`src/rtl/wbc_arbiter_pkg.sv`:
```
// wbc_arbiter_pkg
//   Shared definitions for the Wishbone multi-master arbiter slice:
//   FSM state encoding, the "no master granted" constant and a width helper.
package wbc_arbiter_pkg;

    typedef enum logic [0:0] {
        ST_IDLE    = 1'b0,
        ST_GRANTED = 1'b1
    } wbc_state_e;

    // Grant vector value meaning "no master owns the slave"; callers cast to NM bits.
    localparam logic [31:0] GRANT_NONE = 32'h0000_0000;

    // Bits needed to hold values 0..n-1, never less than one bit.
    function automatic int wbc_width(input int n);
        return (n > 1) ? $clog2(n) : 1;
    endfunction

endpackage

```
`src/rtl/wbc_arbiter_rrpick.sv`:
```
// wbc_arbiter_rrpick
//   Combinational round-robin picker: returns a one-hot vector selecting the
//   first asserted request at or after the pointer, wrapping modulo NM.
//   Ports:
//     i_req   [NM-1:0]  request vector
//     i_ptr   [PW-1:0]  search start index (0..NM-1)
//     o_grant [NM-1:0]  one-hot pick, all zero when no request
module wbc_arbiter_rrpick #(
    parameter int NM = 4,
    parameter int PW = 2
) (
    input  logic [NM-1:0] i_req,
    input  logic [PW-1:0] i_ptr,
    output logic [NM-1:0] o_grant
);

    // Scan NM positions starting at the pointer; the first hit wins.
    always_comb begin : pick
        int   idx;
        logic found;
        o_grant = '0;
        found   = 1'b0;
        idx     = 0;
        for (int k = 0; k < NM; k++) begin
            idx = int'(i_ptr) + k;
            idx = (idx >= NM) ? (idx - NM) : idx;
            o_grant[idx] = o_grant[idx] | (i_req[idx] & ~found);
            found        = found | i_req[idx];
        end
    end

endmodule

```
`src/rtl/wbc_arbiter.sv`:
```
// wbc_arbiter
//   Round-robin arbiter letting NM Wishbone masters share one slave.
//   A grant is registered from IDLE, held while the granted master keeps
//   cyc high, and released with one idle cycle before the next grant.
//   An optional watchdog returns a bus error after TIMEOUT unacknowledged
//   strobe cycles (TIMEOUT = 0 disables it).
//   Ports:
//     i_clk, i_reset                    clock, synchronous active-high reset
//     i_mcyc/i_mstb/i_mwe [NM]          per-master cycle/strobe/write enable
//     i_maddr/i_mdata/i_msel            per-master address/write data/byte sel
//     o_mack/o_merr [NM], o_mdata       per-master ack/error/read data
//     o_scyc/o_sstb/o_swe/o_saddr/o_sdata/o_ssel   slave request side
//     i_sack/i_serr/i_sdata             slave response side
//     o_grant [NM]                      one-hot granted master, 0 when idle
module wbc_arbiter
    import wbc_arbiter_pkg::*;
#(
    parameter int NM      = 4,
    parameter int AW      = 32,
    parameter int DW      = 32,
    parameter int SW      = DW / 8,
    parameter int TIMEOUT = 255
) (
    input  logic             i_clk,
    input  logic             i_reset,
    input  logic [NM-1:0]    i_mcyc,
    input  logic [NM-1:0]    i_mstb,
    input  logic [NM-1:0]    i_mwe,
    input  logic [NM*AW-1:0] i_maddr,
    input  logic [NM*DW-1:0] i_mdata,
    input  logic [NM*SW-1:0] i_msel,
    output logic [NM-1:0]    o_mack,
    output logic [NM-1:0]    o_merr,
    output logic [NM*DW-1:0] o_mdata,
    output logic             o_scyc,
    output logic             o_sstb,
    output logic             o_swe,
    output logic [AW-1:0]    o_saddr,
    output logic [DW-1:0]    o_sdata,
    output logic [SW-1:0]    o_ssel,
    input  logic             i_sack,
    input  logic             i_serr,
    input  logic [DW-1:0]    i_sdata,
    output logic [NM-1:0]    o_grant
);

    localparam int PW = wbc_width(NM);
    localparam int CW = wbc_width(TIMEOUT + 1);
    localparam logic [CW-1:0] TO_VAL = CW'(TIMEOUT);
    localparam logic          TO_EN  = (TIMEOUT > 0) ? 1'b1 : 1'b0;

    wbc_state_e    state_r;
    logic [NM-1:0] grant_r;
    logic [PW-1:0] gidx_r;
    logic [PW-1:0] rr_ptr_r;
    logic [CW-1:0] cnt_r;

    logic [NM-1:0] pick_s;
    logic [PW-1:0] pick_idx_s;
    logic [PW-1:0] next_ptr_s;
    logic          granted_s;
    logic          gcyc_s;
    logic          gstb_s;
    logic          gwe_s;
    logic [AW-1:0] gaddr_s;
    logic [DW-1:0] gdata_s;
    logic [SW-1:0] gsel_s;
    logic          stall_s;
    logic          timeout_s;

    wbc_arbiter_rrpick #(
        .NM (NM),
        .PW (PW)
    ) u_rrpick (
        .i_req   (i_mcyc),
        .i_ptr   (rr_ptr_r),
        .o_grant (pick_s)
    );

    // Encode the one-hot pick into an index (pick is one-hot or zero).
    always_comb begin
        pick_idx_s = '0;
        for (int i = 0; i < NM; i++) begin
            pick_idx_s = pick_idx_s | (pick_s[i] ? PW'(i) : '0);
        end
    end

    // Select the granted master's request and derive the watchdog condition.
    always_comb begin
        granted_s  = (state_r == ST_GRANTED);
        gcyc_s     = i_mcyc[gidx_r];
        gstb_s     = i_mstb[gidx_r];
        gwe_s      = i_mwe[gidx_r];
        gaddr_s    = i_maddr[gidx_r*AW +: AW];
        gdata_s    = i_mdata[gidx_r*DW +: DW];
        gsel_s     = i_msel[gidx_r*SW +: SW];
        next_ptr_s = (gidx_r == PW'(NM - 1)) ? '0 : (gidx_r + PW'(1));
        // A strobe the slave neither acked nor errored this cycle.
        stall_s    = granted_s & gstb_s & ~i_sack & ~i_serr;
        // An ack (or slave error) in the same cycle wins over the watchdog.
        timeout_s  = TO_EN & stall_s & (cnt_r == TO_VAL);
    end

    // Slave-side request: straight copy of the granted master, strobe
    // withheld on the watchdog cycle so the slave sees the access abandoned.
    always_comb begin
        if (granted_s) begin
            o_scyc  = gcyc_s;
            o_sstb  = gstb_s & ~timeout_s;
            o_swe   = gwe_s;
            o_saddr = gaddr_s;
            o_sdata = gdata_s;
            o_ssel  = gsel_s;
        end else begin
            o_scyc  = 1'b0;
            o_sstb  = 1'b0;
            o_swe   = 1'b0;
            o_saddr = '0;
            o_sdata = '0;
            o_ssel  = '0;
        end
    end

    // Master-side response: only the granted master sees ack/err/data; a
    // reset cycle suppresses responses so a dropped grant never completes.
    always_comb begin
        o_mack  = '0;
        o_merr  = '0;
        o_mdata = '0;
        if (granted_s && !i_reset) begin
            o_mack = grant_r & {NM{i_sack}};
            o_merr = grant_r & {NM{i_serr | timeout_s}};
            for (int i = 0; i < NM; i++) begin
                o_mdata[i*DW +: DW] = grant_r[i] ? i_sdata : '0;
            end
        end else begin
            o_mack  = '0;
            o_merr  = '0;
            o_mdata = '0;
        end
    end

    assign o_grant = grant_r;

    // Arbitration FSM, round-robin pointer and saturating watchdog counter.
    always_ff @(posedge i_clk) begin
        if (i_reset) begin
            state_r  <= ST_IDLE;
            grant_r  <= NM'(GRANT_NONE);
            gidx_r   <= '0;
            rr_ptr_r <= '0;
            cnt_r    <= '0;
        end else begin
            case (state_r)
                ST_IDLE: begin
                    cnt_r <= '0;
                    if (|i_mcyc) begin
                        state_r <= ST_GRANTED;
                        grant_r <= pick_s;
                        gidx_r  <= pick_idx_s;
                    end else begin
                        grant_r <= NM'(GRANT_NONE);
                    end
                end
                ST_GRANTED: begin
                    if (!gcyc_s) begin
                        // Release: the following cycle is the mandatory idle gap.
                        state_r  <= ST_IDLE;
                        grant_r  <= NM'(GRANT_NONE);
                        rr_ptr_r <= next_ptr_s;
                        cnt_r    <= '0;
                    end else if (timeout_s) begin
                        cnt_r <= '0;
                    end else if (stall_s) begin
                        cnt_r <= (cnt_r == TO_VAL) ? cnt_r : (cnt_r + CW'(1));
                    end else begin
                        cnt_r <= '0;
                    end
                end
                default: begin
                    state_r <= ST_IDLE;
                    grant_r <= NM'(GRANT_NONE);
                    cnt_r   <= '0;
                end
            endcase
        end
    end

endmodule

```
`config.mk`:
```
export PLATFORM = sky130hd
export DESIGN_NAME = wbc_arbiter
export DESIGN_NICKNAME = d
export VERILOG_FILES = /design/src/rtl/wbc_arbiter_pkg.sv /design/src/rtl/wbc_arbiter_rrpick.sv /design/src/rtl/wbc_arbiter.sv
export SDC_FILE = /design/constraint.sdc
export NUM_CORES = 1
export LEC_CHECK = 0
export ABC_AREA = 1
export BUFFER_PORTS_ARGS = -buffer_cell sky130_fd_sc_hd__buf_2
export CORE_AREA = 3 3 203 205
export DETAILED_ROUTE_END_ITERATION = 10
export DIE_AREA = 0 0 206 208
export HOLD_SLACK_MARGIN = 0.12
export PLACE_DENSITY_LB_ADDON = 0.1
export SKIP_CTS_REPAIR_TIMING = 1
export SLEW_MARGIN = 20
export SYNTH_ARGS = -nofsm -noshare
export SYNTH_HDL_FRONTEND = slang
export SYNTH_SLANG_ARGS = --single-unit
```
`constraint.sdc`:
```
create_clock -name i_clk -period 3.4 [get_ports i_clk]
set_clock_uncertainty 0.05 [all_clocks]
set_input_delay 0 -clock i_clk [delete_from_list [all_inputs] [get_ports i_clk]]
set_output_delay 0 -clock i_clk [all_outputs]
set_load 0.01 [all_outputs]
```
==> impl_metrics.py <==
metrics = {
    "global_route": {
        "grt_pass1_wl_mm": 46.1,
        "track_usage_pct": 13.7,
        "grt_pass1_vias": 7560,
        "antenna_found_initial": 12,
        "grt_max_degree": 123,
        "grt_overflow": 0,
    },
    "floorplanning": {
        "die_x_um": 206,
        "die_area_um2": 42800,
        "ioPinCount": 531,
        "core_area_um2": 39600,
        "start_util_pct": 10.8,
        "die_h_um": 208,
        "rows": 73,
    },
    "logic_synthesis": {
        "ys_ff_latch": 17,
        "syn-num-nets": 1248,
        "synth_warnings": 0,
        "syn_area_um2": 4300,
        "synth_top_area_share_pct": 37.4,
        "syn_avg_cell_area_um2": 4.68,
        "synth_top_area_cell": "nor2_1",
        "synth_area_leaders": "nor2_1 37%, o21ai_1 10%, a21oi_1 9.1%",
        "synthCells": 918,
        "synth.yosys.seq_area_share_pct": 7.92,
        "yosysUniqueCellTypes": 29,
    },
    "worst_setup_path": {
        "path_max_fanout": 8,
        "max_stage_delay_ns": 0.50,
        "slowest_stage": "dfxtp_1",
        "required_ns": 3.48,
        "cp-start-kind": "flip-flop",
        "cp_common_cell": "nand3_1",
        "cp_cell_sequence": "inv_1 > ha_1 > bufinv_8 > nand3_1 > nand2_2 > nand3_1 > nand3_1 > nand3_1 > nand2_2 > nand3_1 > nand3_1 > nand3_2 > nand2_2 > nand3_1 > nand2_1 > o21ai_1",
        "critPathKind": "reg -> reg",
        "end_kind": "flip-flop",
        "arrival_ns": 2.84,
    },
    "clock_network": {
        "clock_sinks": 17,
        "clock_path_buffers": 2,
        "clk_pin_slew_ns": 0.06,
        "clock_latency_ns": 0.25,
        "numCtsBuffers": 3,
        "cts_tree": "yes",
        "htree_levels": 1,
        "cts_root_buf": "clkbuf_16",
    },
    "pwr": {
        "p_per_area_nw_per_um2": 547,
        "p_int_uw": 1640,
        "p_seq_share_pct": 8.2,
        "total_power_uw": 4150,
        "clkPwrFrac_pct": 5.8,
        "power_switching_uw": 2500,
        "ir_drop_mv": 0.328,
        "p_comb_share_pct": 86.1,
        "sw_frac_of_total_pct": 60.4,
        "power.leakage_uw": 0.00438,
    },
    "final_layout": {
        "finalNonFillerCells": 1932,
        "layout_common_cells": "530 x buf_2, 428 x nor2_1, 88 x o21ai_1",
        "nets": 1731,
        "fill_cells": 4846,
        "multi_input_area_um2": 3460,
        "regArea_um2": 348,
        "drive_gt1_share_pct": 40.9,
        "syn_to_final_growth_pct": 76.4,
        "final_util_pct": 19.1,
        "final_common_cell": "buf_2",
    },
    "run": {
        "drv_cap": 0,
    },
    "worst_hold_path": {
        "hp-class": "in -> reg",
    },
    "routing": {
        "post-route-drc-count": 0,
        "top_layer": "met5",
        "drtIter0Drc": 430,
        "wl_per_cell_um": 16.4,
        "vias": 7593,
        "vias_per_cell": 3.93,
        "drt_first_pass_iters": 4,
        "wl_mm": 31.7,
        "dr_wl_met2_mm": 16.7,
        "postRouteAntennaNets": 0,
        "met3_length_mm": 2.34,
        "met1_length_mm": 11.9,
    },
    "placement": {
        "port_buffers": 530,
        "dpl.hpwl_mm": 25.7,
        "gp_congestion": 0.814,
        "dpl.cell_count": 1918,
    },
    "sta": {
        "min_period_over_period_pct": 81.3,
        "setup_viol": 0,
        "max_freq_mhz": 362,
        "hold_viol_final": 0,
        "period_needed_ns": 2.76,
        "drv_slew": 0,
        "tightest_slew_ns": 0.954,
        "rsz0062_at_grt": "false",
        "slew_headroom_pct": 36.4,
        "finalSetupTns_ns": 0,
    },
    "status": {
        "status": "finished, final reports clean",
    },
}
-- metrics by stage --
stage / setup WS, ns / area, um2 / hold WS, ns
final: 0.636 / 7580 / 0.137
after global routing: 0.303 / 7580 / 0.183
after CTS: 0.630 / 7530 / 0.0101
after detailed placement: 0.636 / 7450 / 0.270
after global placement: 0.638 / 7450 / 0.268
after floorplan: 1.01 / 4300 / 0.101
-- worst paths after layout --
path / end / from / cells after the start / slack [ns]
setup / recovery: o_grant[2] / rr_ptr_r[1] / 16 / 0.64
hold / removal: gidx_r[1] / i_mcyc[0] / 4 / 0.14
setup reg to reg: o_grant[2] / rr_ptr_r[1] / 16 / 0.64
hold reg to reg: cnt_r[0] / cnt_r[0] / 1 / 0.41
-- sequential cells by signal (all words and copies together), names as in the netlist --
| name | cells |
|---|---|
| granted_s | 1 |
| cnt_r | 8 |
| rr_ptr_r | 2 |
| o_grant | 4 |
| gidx_r | 2 |
-- worst max-delay path: cells and delay by family (launching register included) --
kind,cells,cell delay (ns)
adder cells (fa/ha/maj),1,0.43
flip-flops,1,0.50
AND/OR/NAND/NOR,12,1.12
buffers and inverters,2,0.47
AO/OA/AOI/OAI,1,0.07
-- synthesized netlist by cell type --
cell and n:
nand3_1 31, o41ai_1 1, o21ai_2 2, o21ai_1 88, buf_1 7, ha_1 10, inv_1 48, or2_4 1
nand2_2 7, clkbuf_1 58, nand4_1 4, xor2_1 3, or2_0 1, dfxtp_1 17, nor3b_1 1, buf_6 2
or2_1 1, nor3_1 3, bufinv_8 1, nand2_4 1, nand3b_1 2, o22ai_1 1, nor2_1 428, nand3_2 7
a21oi_1 78, o21ai_0 62, clkinv_1 1, nand2_1 45, inv_2 7
-- cells by family after synthesis --
group,Yosys count,synth area share [%]
buffers and inverters,124,11.5
AO/OA/AOI/OAI,232,27.3
flip-flops,17,7.92
XOR/XNOR,3,0.611
AND/OR/NAND/NOR,532,49.8
adder cells (fa/ha/maj),10,2.91
-- power by group through the flow --
stage / combinational, uW / clock [uW] / sequential (uW)
after floorplan: 2340 / 0 / 285
after global placement: 3680 / 0 / 349
after detailed placement: 3650 / 0 / 346
after CTS: 3660 / 246 / 343
after global routing: 4030 / 255 / 351
final: 3570 / 239 / 338
-- area by class of cell --
class | count | area share [%]
well taps | 525 | 8.66
inverters | 57 | 3.04
clock buffers | 4 | 1.04
multi-input cells | 777 | 45.7
flip-flops and latches | 17 | 4.59
diodes | 7 | 0.231
repair buffers | 545 | 36.8
-- layer usage --
metal	GRT usage, %	vias to the layer above
met5	0	-
met4	3.14	12
met3	3.46	32
met2	26.2	293
met1	14.9	3352
li1	-	3904
Power figures use the tool's default switching activity.
